==> src/rtl/instr_fetch.sv <==
// instr_fetch: fetch stage in front of a 1-cycle-latency instruction BRAM.
// Owns the PC, pairs each returned word with the PC that fetched it, holds
// that word while decode stalls, and squashes wrong-path words on redirect.
// Optional program loader (writes the BRAM before execution) is enabled by
// defining the macro IF_LOADER_EN; without it reset goes straight to S_START.
module instr_fetch #(
  parameter logic [31:0] RESET_PC   = 32'h0000_0000,
  parameter int          IMEM_WORDS = 32
) (
  input  logic        clk,
  input  logic        rst,
  input  logic        stall,
  input  logic        redirect,
  input  logic [31:0] redirect_pc,
  output logic        imem_en,
  output logic        imem_we,
  output logic [31:0] imem_addr,
  output logic [31:0] imem_din,
  input  logic [31:0] imem_dout,
  output logic        if_valid,
  output logic [31:0] if_instr,
  output logic [31:0] if_pc,
  input  logic        ld_valid,
  input  logic [31:0] ld_data,
  input  logic        ld_done,
  output logic        ld_ready,
  output logic        ld_err,
  output logic        running
);

  typedef enum logic [1:0] {
    S_LOAD  = 2'd0,
    S_START = 2'd1,
    S_RUN   = 2'd2
  } state_t;

`ifdef IF_LOADER_EN
  localparam state_t RESET_STATE = S_LOAD;
`else
  localparam state_t RESET_STATE = S_START;
`endif

  state_t      state;
  state_t      state_next;

  // Fetch datapath state.
  logic [31:0] fetch_pc;      // next sequential address to issue
  logic        inflight_v;    // a read was issued last cycle; imem_dout carries it now
  logic [31:0] inflight_pc;   // PC of that in-flight read
  logic        hold_v;        // hold register owns the word presented to decode
  logic [31:0] hold_instr;
  logic [31:0] hold_pc;

  // Redirect targets are word addresses; the low two bits are discarded.
  logic [31:0] redirect_al;
  assign redirect_al = {redirect_pc[31:2], 2'b00};

  assign running = (state == S_RUN);

`ifdef IF_LOADER_EN
  localparam int                LD_W     = $clog2(IMEM_WORDS + 1);
  localparam logic [LD_W-1:0]   LD_LIMIT = LD_W'(IMEM_WORDS);

  logic [LD_W-1:0] ld_cnt;    // number of words written so far
  logic            ld_wr;     // accepted loader word is written this cycle
  logic            ld_drop;   // loader word offered past the end of the BRAM
`else
  // Loader inputs and the redirect low bits have no function in this build.
  logic unused_ld;
  assign unused_ld = ^{ld_valid, ld_data, ld_done, redirect_pc[1:0]};
  assign ld_err    = 1'b0;
`endif

  // Next-state decode and BRAM/loader port drive.
  always_comb begin
    state_next = state;
    imem_en    = 1'b0;
    imem_we    = 1'b0;
    imem_addr  = 32'h0000_0000;
    imem_din   = 32'h0000_0000;
    ld_ready   = 1'b0;
`ifdef IF_LOADER_EN
    ld_wr      = 1'b0;
    ld_drop    = 1'b0;
`endif
    case (state)
      S_LOAD: begin
`ifdef IF_LOADER_EN
        ld_ready = 1'b1;
        if (ld_valid) begin
          if (ld_cnt < LD_LIMIT) begin
            ld_wr     = 1'b1;
            imem_en   = 1'b1;
            imem_we   = 1'b1;
            imem_addr = 32'({ld_cnt, 2'b00});
            imem_din  = ld_data;
          end else begin
            ld_drop = 1'b1;
          end
        end else begin
          ld_wr = 1'b0;
        end
        // A word offered alongside ld_done is still written above.
        if (ld_done) begin
          state_next = S_START;
        end else begin
          state_next = S_LOAD;
        end
`else
        state_next = S_START;
`endif
      end
      S_START: begin
        // BRAM idle for one cycle so the final loader write settles.
        state_next = S_RUN;
      end
      S_RUN: begin
        state_next = S_RUN;
        if (redirect) begin
          imem_en   = 1'b1;
          imem_addr = redirect_al;
        end else if (stall) begin
          imem_en = 1'b0;
        end else begin
          imem_en   = 1'b1;
          imem_addr = fetch_pc;
        end
      end
      default: begin
        state_next = RESET_STATE;
      end
    endcase
  end

  // Decode-side outputs: held word wins over the in-flight BRAM word.
  always_comb begin
    if_valid = 1'b0;
    if_instr = 32'h0000_0000;
    if_pc    = 32'h0000_0000;
    if (hold_v) begin
      if_valid = ~redirect;
      if_instr = hold_instr;
      if_pc    = hold_pc;
    end else if (inflight_v) begin
      if_valid = ~redirect;
      if_instr = imem_dout;
      if_pc    = inflight_pc;
    end else begin
      if_valid = 1'b0;
    end
  end

  // FSM state register.
  always_ff @(posedge clk or posedge rst) begin
    if (rst) begin
      state <= RESET_STATE;
    end else begin
      state <= state_next;
    end
  end

  // Fetch PC, in-flight tracking and single-entry hold register.
  always_ff @(posedge clk or posedge rst) begin
    if (rst) begin
      fetch_pc    <= RESET_PC;
      inflight_v  <= 1'b0;
      inflight_pc <= 32'h0000_0000;
      hold_v      <= 1'b0;
      hold_instr  <= 32'h0000_0000;
      hold_pc     <= 32'h0000_0000;
    end else begin
      case (state)
        S_START: begin
          fetch_pc   <= RESET_PC;
          inflight_v <= 1'b0;
          hold_v     <= 1'b0;
        end
        S_RUN: begin
          if (redirect) begin
            // Any held or in-flight word is wrong-path; drop it.
            fetch_pc    <= redirect_al + 32'd4;
            inflight_pc <= redirect_al;
            inflight_v  <= 1'b1;
            hold_v      <= 1'b0;
          end else if (stall) begin
            // Park the BRAM word before dout is no longer guaranteed.
            if (inflight_v && !hold_v) begin
              hold_instr <= imem_dout;
              hold_pc    <= inflight_pc;
              hold_v     <= 1'b1;
            end else begin
              hold_v <= hold_v;
            end
            inflight_v <= 1'b0;
          end else begin
            // Presented word is consumed this cycle; issue the next one.
            fetch_pc    <= fetch_pc + 32'd4;
            inflight_pc <= fetch_pc;
            inflight_v  <= 1'b1;
            hold_v      <= 1'b0;
          end
        end
        default: begin
          fetch_pc <= fetch_pc;
        end
      endcase
    end
  end

`ifdef IF_LOADER_EN
  // Loader word counter and sticky overflow flag.
  always_ff @(posedge clk or posedge rst) begin
    if (rst) begin
      ld_cnt <= '0;
      ld_err <= 1'b0;
    end else begin
      if (ld_wr) begin
        ld_cnt <= ld_cnt + LD_W'(1);
      end else begin
        ld_cnt <= ld_cnt;
      end
      if (ld_drop) begin
        ld_err <= 1'b1;
      end else begin
        ld_err <= ld_err;
      end
    end
  end
`endif

endmodule

==> config.mk <==
export PLATFORM = sky130hd
export DESIGN_NAME = instr_fetch
export DESIGN_NICKNAME = d
export VERILOG_FILES = /design/src/rtl/instr_fetch.sv
export SDC_FILE = /design/constraint.sdc
export NUM_CORES = 1
export LEC_CHECK = 0
export CAP_MARGIN = 20
export CORE_ASPECT_RATIO = 1.2
export CORE_MARGIN = 4
export CORE_UTILIZATION = 46
export CTS_BUF_LIST = sky130_fd_sc_hd__clkbuf_8
export CTS_CLUSTER_DIAMETER = 120
export CTS_CLUSTER_SIZE = 16
export DETAILED_ROUTE_END_ITERATION = 7
export HOLD_SLACK_MARGIN = 0.06
export PLACE_DENSITY = 0.92
export SYNTH_ARGS = -nofsm -noshare
export SYNTH_HDL_FRONTEND = slang
export SYNTH_SLANG_ARGS = --single-unit
==> constraint.sdc <==
create_clock -name clk -period 11.5 [get_ports clk]
set_clock_uncertainty 0.05 [all_clocks]
set_input_delay 2.875 -clock clk [delete_from_list [all_inputs] [get_ports clk]]
set_output_delay 2.875 -clock clk [all_outputs]
set_load 0.01 [all_outputs]
== Word-level counts from Yosys, hierarchy flattened ==
Index checks and enable logic that the tools add are counted.
Operators by class
  $add $sub $neg: 2
  $mul: 0
  divide/modulo/power cells: 0
  $lt $le $gt $ge: 0
  eq/ne operators: 5
  shift operators: 0
  muxes and demuxes: 23
  bitwise gates (word level): 1
  reduce and logical (&&, ||, !) cells: 8
Operators with widths (number)
  $mux 32: 11
  $add 32x3->32 const B: 2
  $pmux 32 s2: 1
  $mux 1: 8
  $reduce_and 2->1: 3
  $ne 4x3->1 const B: 1
  $pmux 1 s2: 2
  $reduce_and 4->1: 1
  $ne 3x3->1 const B: 1
  $eq 2x1->1 const B: 1
  $eq 2x2->1 const B: 1
  $mux 2: 1
  $ne 2x1->1 const B: 1
  $reduce_bool 2->1: 1
  $reduce_or 2->1: 1
  $logic_and 1x1->1: 1
  $logic_not 1->1: 1
  $not 1->1: 1
Storage, ports and cells
  register bits after elaboration: 132
  latch bits: 0
  memory bits (writable): 0
  bits in read-only memories: 0
  bits of input ports: 102
  output and inout port bits: 134
  logic and storage cells: 46
  memories kept: 0

== Longest topological paths before layout ==
  depth after elaboration: 6
  depth in mapped cells: 12
  depth with buffers taken out: 9

== Least setup slack after synthesis ==
No wires, ideal clock.
  kind: in2out
  from: input redirect
  to: output imem_addr[8]
  arrival: 4.200 ns
  data required time: 8.575 ns
  path slack: 4.375 ns
  cell stages on the path: 7
  path buffers: 5
  cells stage by stage: buf_6 > buf_2 > buf_2 > buf_2 > buf_1 > nand2_1 > a21oi_1
Between the ends
  longest elaborated chain between the ends: 2
RTL lines
  start: declaration: RTL line 13  | input logic redirect,
  $mux 32: RTL line 119  | if (redirect) begin
  $mux 32: RTL line 86  | case (state)
  end: declaration: RTL line 17  | output logic [31:0] imem_addr,
Every way passes these cells.

== Worst setup path after layout ==
  from: input redirect
  to: output imem_addr[19]
The elaborated chain is that of the path after synthesis.

==> key figures <==
Clocking
  • Clk sinks: 126
  • Post-CTS setup buffers: 0
  • TritonCTS clock tree: yes
  • Clock transition at the registers of the reported paths: 80 ps
  • # H-tree levels: 4
  • Clock Latency Late Sink: 440 ps
  • Clock tree buffer depth: 2
  • # hold bufs at CTS: 0
  • Root buffer cell: clkbuf_8
  • CTS Buf Count: 17
  • Post_cts resized: 0

Timing
  • Fin crit share: 69.0%
  • Hold Fails Final Rpt: 0
  • Tightest Pin Transition: 893 ps
  • Fin worst setup slack: 3570 ps
  • Rel. slew slack: 40.3%
  • RSZ-0062 raised after global routing: no
  • Slew Limit Fails: 0
  • Max Fclk: 126 MHz
  • # setup viols final: 0
  • Tmin final: 7930 ps
  • TNS Setup: 0 ps

Critical path
  • RR Endpoint: fetch_pc[20]
  • R2R setup slack: 8720 ps
  • Startpoint Class: primary input
  • Worst R2R Path Depth: 8
  • Critical Path RT: 8580 ps
  • Maximum fanout along the worst path: 57
  • Arr. time, crit path: 5010 ps
  • Crit end category: output pin
  • Setup CP Type: primary input to output pin
  • R2r startpoint: fetch_pc[2]

Global routing
  • Total grt overflow: 0
  • Initial antenna violation count: 0
  • Largest net degree at the start of global routing: 79
  • Gr usage total: 21.1%
  • Vias in the first global route: 5980
  • Global-route wire length before repair: 30.2 mm

Power and ir drop
  • Static leakage: 4.04 nW
  • Peak VDD IR: 0.0000632 V
  • Pwr/cell area: 139 nW/um2

Detailed routing
  • WL/cell: 17.1 um
  • Total Wirelength: 18.6 mm
  • Vias after detailed routing: 6020
  • DR pass1 iterations: 5
  • Initial drt markers: 424
  • Vias/cell: 5.53
  • Final ANT Viol Nets: 0
  • DRC viols: 0

Floorplan
  • Total die area: 17700 um2
  • Initial Util: 47.4%
  • Core area: 15100 um2
  • # IOs: 236
  • Row Count: 49
  • Die height: 145 um
  • Die width: 122 um

Logic synthesis
  • Seq cells post-synth: 126
  • Top cell type's share of synthesized area: 43.5%
  • Post-synth EDFFs: 0
  • Syn. warnings: 0
  • Post-Syn Area: 7180 um2
  • Largest area contributor in the netlist: dfrtp_1
  • Unique masters post-synth: 53
  • Post-Syn Area per Cell: 9.80 um2
  • Cell count after synthesis: 733
  • Synth area leaders: dfrtp_1 44%, mux2_2 10%, nand2_1 5.3%, a22o_1 4.6%, o21ai_0 4.1%
  • Async SR Flop Fraction: 100%
  • Sequential area share after synthesis: 43.9%
  • Top FF cell, synth: dfrtp_1

Cells and area
  • Fill cell count: 1239
  • Post-layout instance area: 9140 um2
  • # diodes: 0
  • Area Growth Syn to Fin: 27.2%
  • Layout Nets: 976
  • Share of layout cells above drive strength 1: 14.1%

Placement
  • Placed cell area: 8730 um2
  • Routability cong.: 0.839
  • Place WS: 3200 ps
  • Input/output buffers: 160
  • DP Wirelength: 13.0 mm

Job
  • Max-Cap Viols: 0

Worst hold path
  • Hold path depth: 2
  • Hold Crit Class: register to register
  • Hold EP: fetch_pc[2]
  • Hold path start: fetch_pc[2]

Outcome
  • Status: complete, no violations
-- per-stage QoR --
stage                     instances  hold WS, ps  total power [W]  util (%)
after floorplan                 771          399         0.000782         -
after global placement         1055          412         0.000914      57.7
after detailed placement       1055          428         0.000932      57.7
after CTS                      1087          447          0.00128      60.0
after global routing           1089          473          0.00135      60.3
final                          1089          446          0.00127      60.3
-- where the power goes --
part	total (W)	switching (W)	internal, W	leakage (nW)
clock	0.000350	0.000193	0.000157	0.165
sequential	0.000579	0.0000543	0.000525	1.52
combinational	0.000345	0.000159	0.000186	2.36
total	0.00127	0.000406	0.000868	4.04
-- worst max-delay path by stage --
| stage | startpoint | endpoint | slack, ps | cells after the start |
|---|---|---|---|---|
| after floorplan | redirect | imem_addr[8] | 4380 | 7 |
| after global placement | redirect | imem_addr[14] | 3230 | 5 |
| after detailed placement | redirect | imem_addr[29] | 3200 | 5 |
| after CTS | redirect | imem_addr[29] | 3200 | 5 |
| after global routing | redirect | imem_addr[30] | 3430 | 6 |
| final | redirect | imem_addr[19] | 3570 | 5 |
-- registers in the layout, indices dropped and copies added, names as in the netlist --
signal and count:
fetch_pc 30, hold_instr 32, hold_pc 30, hold_v 1
inflight_pc 30, inflight_v 1, state 2
-- kinds of logic (layout without fill, tap and decap cells) --
family                   count (synthesis)  in the layout  share of synthesized area [%]
XOR/XNOR                                23             23                           2.80
multiplexers                            90             90                           13.7
adder cells (fa/ha/maj)                  2              2                          0.348
flip-flops                             126            126                           43.9
other                                    1             39                         0.0522
AO/OA/AOI/OAI                          170            170                           16.3
AND/OR/NAND/NOR                        225            225                           15.3
buffers and inverters                   96            210                           7.59
-- layout make-up --
type                            instances  area (um2)  share of cell area, %
Tap cell                              204         255                   2.79
Clock inverter                         14         111                   1.22
Inverter                                9        36.3                  0.397
Multi-Input combinational cell        549        3630                   39.8
Clock buffer                           18         248                   2.71
Timing Repair Buffer                  169        1700                   18.6
Sequential cell                       126        3160                   34.5
-- critical path, cell delays in order --
cell	delay (ps)
buf_4	440
buf_4	540
mux2i_1	500
nor2_1	120
clkdlybuf4s50_1	500
-- layer usage --
metal	up-vias	global-route usage [%]	share of wire, %
met5	-	0	0
li1	2794	-	-
met1	2957	26.0	41
met2	246	36.2	51
met4	0	6.83	1.8
met3	23	4.98	6.3
-- Yosys cell counts (4+ instances only) --
| cell type | n |
|---|---|
| inv_1 | 9 |
| buf_2 | 13 |
| buf_4 | 39 |
| nand2_1 | 101 |
| and3_1 | 7 |
| nor4_1 | 4 |
| a22oi_1 | 5 |
| xnor2_1 | 9 |
| o21ai_0 | 59 |
| a21o_1 | 31 |
| a22o_1 | 38 |
| mux2_2 | 65 |
| nand2b_1 | 6 |
| xor2_1 | 14 |
| nand4_1 | 5 |
| nor3_1 | 8 |
| nor2_1 | 43 |
| and2_1 | 4 |
| mux2i_1 | 25 |
| nand3b_1 | 10 |
| dfrtp_1 | 125 |
| nand3_1 | 17 |
| a21oi_1 | 16 |
| clkbuf_1 | 30 |
-- cells in the final DEF, fill, tap and decap left out, drive strengths merged, types with 7 or more instances in the layout --
cell and n:
a21o 31, a21oi 17, a22o 38, a22oi 8
and3 7, buf 10, clkbuf 18, clkdlybuf4s50 159
conb 39, dfrtp 125, inv 13, mux2 65
mux2i 25, nand2 101, nand3 17, nand3b 10
nor2 43, nor3 8, o21ai 62, xnor2 9
xor2 14
No activity file was read; power rests on OpenSTA's default activity.
